File: src/rtl/qnet_st_trace.sv
// qnet_st_trace: state-transition history recorder for a command FSM.
// Logs {next state, dwell time} on every transition into a shift-style
// history. An optional trigger freezes the history POST_TRIG transitions
// after the trigger code is entered.
module qnet_st_trace #(
  parameter int ST_W      = 6,
  parameter int DEPTH     = 8,
  parameter int TS_W      = 16,
  parameter int POST_TRIG = 2,
  parameter int FILL_CODE = 62
) (
  input  logic                     st_clk_i,
  input  logic                     st_rst_i,
  input  logic [ST_W-1:0]          current_st_i,
  input  logic [ST_W-1:0]          next_st_i,
  input  logic                     clr_i,
  input  logic                     trig_en_i,
  input  logic [ST_W-1:0]          trig_code_i,
  input  logic [$clog2(DEPTH)-1:0] rd_idx_i,
  output logic [ST_W+TS_W-1:0]     rd_dt_o,
  output logic [1:0]               trc_st_o,
  output logic [15:0]              trans_cnt_o
);

  localparam int IDX_W = $clog2(DEPTH);
  localparam int ENT_W = ST_W + TS_W;
  localparam int PT_W  = IDX_W;  // POST_TRIG <= DEPTH-1 always fits
  localparam logic [ENT_W-1:0] FILL_ENT = {ST_W'(FILL_CODE), {TS_W{1'b0}}};
  localparam logic [TS_W-1:0]  DW_MAX   = '1;

  typedef enum logic [1:0] {
    ARMED     = 2'd0,
    TRIGGERED = 2'd1,
    FROZEN    = 2'd2
  } trc_e;

  trc_e                        state_q, state_d;
  logic [PT_W-1:0]             pt_q, pt_d;
  logic [DEPTH-1:0][ENT_W-1:0] ent_q, ent_d;
  logic [TS_W-1:0]             dwell_q, dwell_d;
  logic [15:0]                 cnt_q, cnt_d;
  logic [ENT_W-1:0]            rd_q, rd_d;
  logic                        trans;

  assign trans       = (current_st_i != next_st_i);
  assign trc_st_o    = state_q;
  assign trans_cnt_o = cnt_q;
  assign rd_dt_o     = rd_q;

  // Next-state: clear wins over logging; FROZEN holds everything.
  always_comb begin
    state_d = state_q;
    pt_d    = pt_q;
    ent_d   = ent_q;
    dwell_d = dwell_q;
    cnt_d   = cnt_q;
    if (clr_i) begin
      for (int k = 0; k < DEPTH; k++) ent_d[k] = FILL_ENT;
      dwell_d = '0;
      cnt_d   = '0;
      state_d = ARMED;
      pt_d    = '0;
    end else if (state_q != FROZEN) begin
      if (trans) begin
        ent_d[0] = {next_st_i, dwell_q};
        for (int k = 1; k < DEPTH; k++) ent_d[k] = ent_q[k-1];
        dwell_d = TS_W'(1);
        if (cnt_q != 16'hFFFF) cnt_d = cnt_q + 16'd1;
        case (state_q)
          ARMED: begin
            if (trig_en_i && (next_st_i == trig_code_i)) begin
              if (POST_TRIG == 0) begin
                state_d = FROZEN;
              end else begin
                state_d = TRIGGERED;
                pt_d    = PT_W'(POST_TRIG);
              end
            end
          end
          TRIGGERED: begin
            pt_d = pt_q - PT_W'(1);
            if (pt_q == PT_W'(1)) state_d = FROZEN;
          end
          default: ;
        endcase
      end else if (dwell_q != DW_MAX) begin
        dwell_d = dwell_q + TS_W'(1);
      end
    end
  end

  // Read port samples pre-update content; out-of-range index reads zero.
  always_comb begin
    rd_d = '0;
    if ({1'b0, rd_idx_i} < (IDX_W+1)'(DEPTH)) rd_d = ent_q[rd_idx_i];
  end

  // State registers; reset leaves entry 0 zero and the rest at fill.
  always_ff @(posedge st_clk_i or posedge st_rst_i) begin
    if (st_rst_i) begin
      state_q <= ARMED;
      pt_q    <= '0;
      dwell_q <= '0;
      cnt_q   <= '0;
      rd_q    <= '0;
      for (int k = 0; k < DEPTH; k++) ent_q[k] <= (k == 0) ? '0 : FILL_ENT;
    end else begin
      state_q <= state_d;
      pt_q    <= pt_d;
      dwell_q <= dwell_d;
      cnt_q   <= cnt_d;
      rd_q    <= rd_d;
      ent_q   <= ent_d;
    end
  end

endmodule

File: config.mk
export PLATFORM = sky130hd
export DESIGN_NAME = qnet_st_trace
export DESIGN_NICKNAME = d
export VERILOG_FILES = /design/src/rtl/qnet_st_trace.sv
export SDC_FILE = /design/constraint.sdc
export NUM_CORES = 1
export LEC_CHECK = 0
export ABC_AREA = 1
export CAP_MARGIN = 20
export CORE_ASPECT_RATIO = 0.8
export CORE_MARGIN = 4
export CORE_UTILIZATION = 45
export DETAILED_ROUTE_END_ITERATION = 16
export SLEW_MARGIN = 10
export SYNTH_ARGS = -nofsm -noshare
export SYNTH_HDL_FRONTEND = slang
export SYNTH_SLANG_ARGS = --single-unit
File: constraint.sdc
create_clock -name st_clk_i -period 18.1 [get_ports st_clk_i]
set_input_delay 1.81 -clock st_clk_i [delete_from_list [all_inputs] [get_ports st_clk_i]]
set_output_delay 1.81 -clock st_clk_i [all_outputs]
set_load 0.02 [all_outputs]
# After elaboration in Yosys (flattened, before gate mapping)
# Cells that the tools add are included.
word_totals:
  ff_bits: 235
  in_bits: 25
  out_inout_bits: 40
op_classes:
  n_addsub: 3
  magnitude_cmp: 1
  eq_ne: 9
  n_mux: 24
  n_reduce_logical: 12
op_table:
  columns: ["operator", "count"]
  rows:
  - ["176-bit two-way mux", 3]
  - ["16-bit two-way mux", 8]
  - ["22-bit binary-select mux with 3-bit select", 1]
  - ["16-bit by 1-bit adder with 16-bit output (second input constant)", 2]
  - ["16-bit inequality test (second input constant)", 2]
  - ["22-bit two-way mux", 1]
  - ["3-bit two-way mux", 4]
  - ["2-bit two-way mux", 5]
  - ["6-bit == test", 1]
  - ["3-bit inequality test (second input constant)", 2]
  - ["6-bit inequality test", 1]
  - ["3-bit case mux with 2 select lines", 1]
  - ["2-bit nonzero test", 3]
  - ["3-bit nonzero test", 2]
  - ["5-bit AND reduction", 1]
  - ["3-bit by 4-bit less-than comparator with 1-bit output (second input constant)", 1]
  - ["2-bit case mux with 2 select lines", 1]
  - ["2-bit AND reduction", 2]
  - ["4-bit AND reduction", 1]
  - ["3-bit by 1-bit == test with 1-bit output (second input constant)", 1]
  - ["3-bit AND reduction", 1]
  - ["3-bit by 1-bit subtractor with 3-bit output (second input constant)", 1]
  - ["2-bit by 1-bit == test with 1-bit output (second input constant)", 1]
  - ["2-bit zero test", 1]
  - ["2 further kinds", 2]

# Depth between registers and ports, before layout
# Gate-level depths: netlist of run 1.
depth:
  depth_word: 7
  mapped_depth: 11
  depth_no_buf: 11

# Worst setup path after synthesis of run 1
# No wires, ideal clock.
synth_timing:
  path_kind: "in2reg"
  start: "in next_st_i[4]"
  end: "reg ent_q[37] in the netlist's numbering"
  setup_time_ps: 130
  arrival_ps: 2850
  required_time_ps: 17970
  path_slack_ps: 15119
  path_stages: 11
  path_buffers: 2
  path_cell_list: "inv_1 > nand2_1 > nand2_1 > nor2_2 > nand3_4 > nor2_4 > nor2_2 > buf_6 > buf_6 > nand3_1 > o21ai_0"
synth_via:
  elab_chain_len: 3
synth_rtl:
  columns: ["element", "line", "text"]
  rows:
  - ["start, declared", "15", "input logic [ST_W-1:0] next_st_i,"]
  - ["6-bit inequality test", "45", "assign trans = (current_st_i != next_st_i);"]
  - ["2-bit nonzero test (no line)", null, null]
  - ["2-bit AND reduction (no line)", null, null]
  - ["end signal, assigned", "113", "ent_q <= ent_d;"]
  - ["end, declared", "39", "logic [DEPTH-1:0][ENT_W-1:0] ent_q, ent_d;"]
# Every way passes these cells.
# A chain may end at the register's enable or synchronous reset.

# Worst setup path after layout of run 1
layout_timing:
  start: "in clr_i"
  end: "reg ent_q[53] in the netlist's numbering"
layout_via:
  elab_chain_len: 2
  word_cells_on_any_way: 4
  classes_between: "mux: 1; reduce/logical: 3"
layout_rtl:
  columns: ["element", "line", "text"]
  rows:
  - ["start, declared", "16", "input logic clr_i,"]
  - ["2-bit nonzero test (no line)", null, null]
  - ["2-bit AND reduction (no line)", null, null]
# Parallel ways exist; a longest one is shown, timed or not.

==> results of run 1 <==
-- metrics by stage --
stage	area [µm²]	utilization, %
5_1_grt	13210	51.91
4_1_cts	13210	51.91
3_3_place_gp	12320	48.41
6_report	13210	51.91
2_1_floorplan	11670	-
3_5_place_dp	12320	48.41
-- power by group through the flow --
stage	registers, mW	clock network, mW	logic, mW
6_report	0.624	0.544	0.235
5_1_grt	0.632	0.577	0.268
4_1_cts	0.624	0.558	0.238
3_5_place_dp	0.633	0	0.237
3_3_place_gp	0.632	0	0.234
2_1_floorplan	0.638	0	0.175
-- synth_stat cells, drive strengths merged (3+ instances only) --
library cell,number,area [µm²]
o21bai,3,22.52
clkbuf,47,176.4
inv,116,435.4
nand4,12,75.07
nor2,100,397.9
a31oi,22,137.6
dfstp,35,919.6
nand3,77,397.9
ha,4,50.05
xor2,21,183.9
nand2,378,1424
o211ai,11,82.58
a21oi,60,300.3
buf,51,362.8
o21ai,301,1582
dfrtp,200,5005
nor3,12,70.07
-- layout make-up --
| type | instances | area, µm² |
|---|---|---|
| clock buffer | 39 | 790.8 |
| clock inverter | 8 | 98.84 |
| fill | 2419 | 12230 |
| inverter | 117 | 450.4 |
| multi-input combinational | 1007 | 4786 |
| sequential | 235 | 5924 |
| tap | 351 | 439.2 |
| timing repair buffer | 76 | 715.7 |
-- how the worst max path moves through the flow --
stage / end / slack, ps / depth (start not counted)
global route: ent_q[170]$_DFFE_PP0P_ / 13390 / 7
finish: ent_q[53]$_DFFE_PP0P_ / 13720 / 7
global placement: ent_q[60]$_DFFE_PP0P_ / 13280 / 7
floorplan: dwell_q[0]$_DFFE_PP0P_ / 9900 / 1
detailed placement: ent_q[58]$_DFFE_PP0P_ / 13180 / 7
CTS: ent_q[53]$_DFFE_PP0P_ / 13710 / 7
-- cells in the final DEF (no fill, tap or decap), types with 35 or more instances in the layout --
master	Yosys	layout
a21oi_1	60	60
clkdlybuf4s50_1	0	61
dfrtp_1	200	200
dfstp_2	35	35
inv_1	115	111
nand2_1	376	376
nand3_1	76	76
nor2_1	93	93
o21ai_0	243	243
o21ai_1	38	38
-- registers in the layout, summed over array words and instances (netlist names) --
signal and flops:
rd_dt_o 22, ent_q 176, trans_cnt_o 16, dwell_q 16
pt_q 3, trc_st_o 2
-- worst max-delay path: cells and delay by family --
kind	cells	cell delay, ps
buffers and inverters	4	1770
and+or+nand+nor	2	830
AOI/OAI and AO/OA	1	210
-- metal layers --
layer	up-vias	part of all wire [%]
met5	-	0
met4	0	1.6
met3	26	3.7
li1	4784	-
met1	4415	50
met2	165	45
-- logic make-up (layout without fill, tap and decap cells) --
kind of cell | Yosys count | after routing
AND/OR/NAND/NOR | 583 | 583
buffers and inverters | 215 | 240
adder cells (fa/ha/maj) | 4 | 4
XOR/XNOR | 22 | 22
flip-flops | 235 | 235
AO/OA/AOI/OAI | 398 | 398
==> results.txt, run 1 <==
M1 GR Usage = 27.84%
Asr flop ratio synth = 100.0%
Mapped Nets = 1486
GR peak layer = met2
GR Overflow Total = 0
Sw power = 0.4098 mW
Row cnt = 52
CTS Buf Count = 26
Via count = 9390
Max-cap violation count = 0
Crit Reg-Reg Endpoint = ent_q[53]$_DFFE_PP0P_
Final hold vios = 0
Synth Instances = 1457
R2R cell count = 5
Worst rel slew slack = 31.10%
Synthesized cell area = 11670 µm²
DIE AREA = 28590 µm²
Largest family of logic cells by synthesized area = simple AND/OR/NAND/NOR gates
Antenna diode count = 0
Crit path cell chain = buf_2 -> buf_4 -> inv_4 -> nand4_1 -> nand2_8 -> buf_4 -> o21ai_0
Largest stage delay on the critical path = 880 ps
Io pins = 65
Mux contribution to synthesized area = 0%
Finish-stage setup viols = 0
Final RePlAce weighted congestion = 0.8235
Vias in the first global route = 8878
Initial antenna violation count = 0
IO buf count = 64
Syn avg cell area = 8.010 µm²
Post-synth EDFFs = 0
Synthesized flop and latch total = 235
Setup crit end kind = flip-flop
Register area share after synthesis = 50.76%
Final std cells w/o fill = 1833
Largest net degree at the start of global routing = 119
CTS tree = done
Clock-pin slew on the worst setup and hold paths = 60 ps
WP data arrival = 4730 ps
Internal = 0.9931 mW
Compound-Gate Fraction of Synth Area = 18.27%
Global-route wire length before repair = 45550 µm
Distinct cells, synth = 35
DR iter-0 viols = 611
Syn-to-layout area delta = 13.14%
Post-Synth XOR/XNOR Area = 1.651%
Share of layout cells above drive strength 1 = 8.772%
DRT Wirelength = 26890 µm
Per-cell routed wire length = 14.67 µm
Met3 usage = 2.431%
DRC Markers = 0
DRT Pass-1 Iters = 5
Switching share of power = 29.21%
Crit Path Max Fanout = 118
Dpl ws = 13180 ps
Crit path max-delay cell type = buf_4
Total power = 1.403 mW
Clk_lat worst skew = 530 ps
Critical path class = in -> reg
TNS Setup = 0 ps
Max Root-Sink Buffers = 3
Post-synthesis adder-cell area fraction = 0.4288%
Clk network pwr share = 38.8%
Post-Place Cells = 1786
Worst hold path class = reg -> reg
Clk root buf = clkbuf_16
Hold buffers post-CTS = 0
Required time worst endpoint = 18450 ps
Sink Count = 235
H-tree Lvls = 1
Post-CTS setup buffers = 0
Crit path time final = 4382 ps
Simple-gate share of the synthesized area = 20.50%
Combinational power share = 16.7%
Post-DP HPWL = 15560 µm
Hold path start = ent_q[166]$_DFFE_PP0P_
Hold-critical path endpoint = ent_q[166]$_DFFE_PP0P_
GRT met2 Usage = 29.09%
Core area = 25440 µm²
Hold depth = 2
VDD IR-drop max = 0.00006148 V
Lkg Pwr = 5.579 nW
Final slew viol count = 0
Outcome = complete, no violations
Reg2Reg Setup Slack = 15340 ps
CP most frequent cell = buf_4
Fin nets = 1492
Final Skew = 15.64 ps
Die Y = 152.0 µm
Post-cts sizing count = 0
Reg2reg start = trc_st_o[0]$_DFFE_PP0P_
Final period utilization = 24.21%
Final ANT Viol Nets = 0
Initial Util = 45.88%
Reg power frac = 44.5%
RSZ-0062 raised after global routing = false
Ys Warns = 0
CP Launch Type = input pin
Setup WS post-layout = 13720 ps
WHS = 485.2 ps
Max Clock Freq = 228.2 MHz
Via density = 5.123
GRT Util Overall = 18.52%
Worst Setup SP = clr_i
Prevailing post-synth register cell = dfrtp_1
Die width = 188.1 µm
Power per Cell Area = 106.2 nW/µm²
Worst-Margin Slew = 1033 ps
Note: power is estimated with default switching activity, not from simulation.
==> inputs of run 2 (changes only) <==
==> constraint.sdc (replaced) <==
create_clock -name st_clk_i -period 4.4 [get_ports st_clk_i]
set_input_delay 0.44 -clock st_clk_i [delete_from_list [all_inputs] [get_ports st_clk_i]]
set_output_delay 0.44 -clock st_clk_i [all_outputs]
set_load 0.02 [all_outputs]
==> run 2 against run 1 <==
Net effect: sequential power grew to 4.1 times the previous value; global-route usage grew 0.25 points; clock skew shrank 5.9 ps; critical endpoint is now dwell_q[2]$_DFFE_PP0P_; largest power group unchanged.
==> results.txt, run 2 (synthesized netlist as in run 1, its figures left out) <==
Outcome = complete, no violations
Post-DP HPWL = 15980 µm (+2.7%)
Hold buffers post-CTS = 0 (unchanged)
Via density = 5.047 (-1.5%)
Most common cell after layout, fill and taps aside = nand2_1
Met1 wire length = 13610 µm (+1.5%)
Setup WS post-layout = 1906 ps (-11810 ps)
DR iter-0 viols = 614 (+0.49%)
Clk root buf = clkbuf_16
Worst-Margin Slew = 971.6 ps (-61.83 ps)
Worst rel slew slack = 35.23% (+4.1 points)
Worst hold path class = in -> reg
Largest stage delay on the critical path = 620 ps (-260 ps)
Power per Cell Area = 440.8 nW/µm² (+310%)
Sink Count = 235 (unchanged)
Share of layout cells above drive strength 1 = 9.060% (+0.29 points)
Initial Util = 45.88% (unchanged)
Required time worst endpoint = 4840 ps (-13610 ps)
Clock-pin slew on the worst setup and hold paths = 60 ps (about the same)
Max-cap violation count = 0 (unchanged)
Final std cells w/o fill = 1842 (+0.49%)
CP Launch Type = input pin
Critical path class = in -> reg
GR Overflow Total = 0 (unchanged)
Hold path start = clr_i
DRT Pass-1 Iters = 5 (unchanged)
GRT Util Overall = 18.77% (+0.25 points)
Setup crit end kind = flip-flop
Metal2 WL = 11380 µm (-5.6%)
Post-Place Cells = 1793 (+0.39%)
Post-CTS setup buffers = 0 (unchanged)
Crit Reg-Reg Endpoint = dwell_q[2]$_DFFE_PP0P_
Biggest register = ent_q
Global-route wire length before repair = 45650 µm (+0.23%)
Final RePlAce weighted congestion = 0.8259 (+0.29%)
H-tree Lvls = 1 (unchanged)
Wire length on met3 = 1251 µm (+27%)
Final Util = 52.41% (+0.50 points)
TNS Setup = 0 ps (unchanged)
Largest net degree at the start of global routing = 119 (unchanged)
Post-cts sizing count = 0 (unchanged)
Clk_lat worst skew = 520 ps (about the same)
Crit path cell chain = clkdlybuf4s50_1 -> inv_1 -> nand2_1 -> nand2_1 -> nor2_2 -> nand4_1 -> nand2_8 -> buf_4 -> o21ai_1 -> a21oi_1
Core area = 25440 µm² (unchanged)
Fin nets = 1499 (+0.47%)
Crit path time final = 2494 ps
IO buf count = 64 (unchanged)
Per-cell routed wire length = 14.53 µm (-0.94%)
VDD IR-drop max = 0.0003102 V (+400%)
CP most frequent cell = nand2_1
WP data arrival = 2940 ps (-1790 ps)
Hold-critical path endpoint = ent_q[109]$_DFFE_PP1P_
Initial antenna violation count = 0 (unchanged)
CTS Buf Count = 26 (unchanged)
Reg2reg start = trc_st_o[0]$_DFFE_PP0P_
Max reg flops = 176 (unchanged)
Row cnt = 52 (unchanged)
Final hold vios = 0 (unchanged)
Hold depth = 3 (+1)
Max Root-Sink Buffers = 3 (unchanged)
Final Skew = 9.764 ps (-5.876 ps)
Via count = 9296 (-1.0%)
DRT Wirelength = 26770 µm (-0.45%)
Io pins = 65 (unchanged)
Lkg Pwr = 5.644 nW (+1.2%)
CTS tree = done
Crit Path Max Fanout = 80 (-32%)
Die Y = 152.0 µm (unchanged)
Dpl ws = 1337 ps (-11840 ps)
Final slew viol count = 0 (unchanged)
Top routing layer used = met4
Max Clock Freq = 401.0 MHz
Syn-to-layout area delta = 14.23%
Final period utilization = 56.68%
Reg2Reg Setup Slack = 2110 ps (-13230 ps)
DIE AREA = 28590 µm² (unchanged)
Finish-stage setup viols = 0 (unchanged)
Final ANT Viol Nets = 0 (unchanged)
DRC Markers = 0 (unchanged)
Crit path max-delay cell type = buf_4
RSZ-0062 raised after global routing = false
Die width = 188.1 µm (unchanged)
R2R cell count = 6 (+1)
WHS = 371.3 ps (-113.9 ps)
Most frequent cells in the layout = 376 x nand2_1, 243 x o21ai_0, 200 x dfrtp_1, 112 x inv_1, 93 x nor2_1
Vias in the first global route = 8737 (-1.6%)
[run 2: worst max-delay path by stage]
stage,startpoint,to,slack (ps),cells after the start
2_1_floorplan,st_rst_i,dwell_q[0]$_DFFE_PP0P_,910,1
3_3_place_gp,next_st_i[2],dwell_q[2]$_DFFE_PP0P_,1450,10
3_5_place_dp,next_st_i[2],ent_q[92]$_DFFE_PP0P_,1340,9
4_1_cts,next_st_i[2],ent_q[92]$_DFFE_PP0P_,1900,9
5_1_grt,next_st_i[2],ent_q[69]$_DFFE_PP0P_,1640,9
6_report,next_st_i[2],dwell_q[2]$_DFFE_PP0P_,1910,10
[run 2: metrics by stage]
stage	power, mW	area (µm²)
2_1_floorplan	3.346	11670
3_3_place_gp	3.593	12400
3_5_place_dp	3.607	12400
4_1_cts	5.956	13330
5_1_grt	6.199	13330
6_report	5.877	13330
[run 2: final cells by class]
class	count	area, µm²
diodes	1	2.502
repair buffers	83	805.8
clock inverters	4	97.59
multi-input cells	1007	4786
inverters	117	446.7
well taps	351	439.2
fillers	2378	12110
flip-flops and latches	235	5924
clock buffers	44	829.5
[run 2: power breakdown]
part / leakage [nW] / total [mW] / switching, mW / internal [mW]
registers: 3.09 / 2.57 / 0.127 / 2.44
clock network: 0.449 / 2.32 / 0.869 / 1.45
logic: 2.10 / 0.991 / 0.682 / 0.308
[run 2: worst max-delay path, delay by kind of cell]
kind	cells	cell delay [ps]
and+or+nand+nor	5	950
AOI/OAI and AO/OA	2	270
buffers and inverters	3	1220
[run 2: layer usage]
metal  global-route usage [%]  vias up
met3                    2.683       41
met4                    4.123        0
met5                        0        -
met2                    27.44      195
li1                         -     4798
met1                    29.63     4262
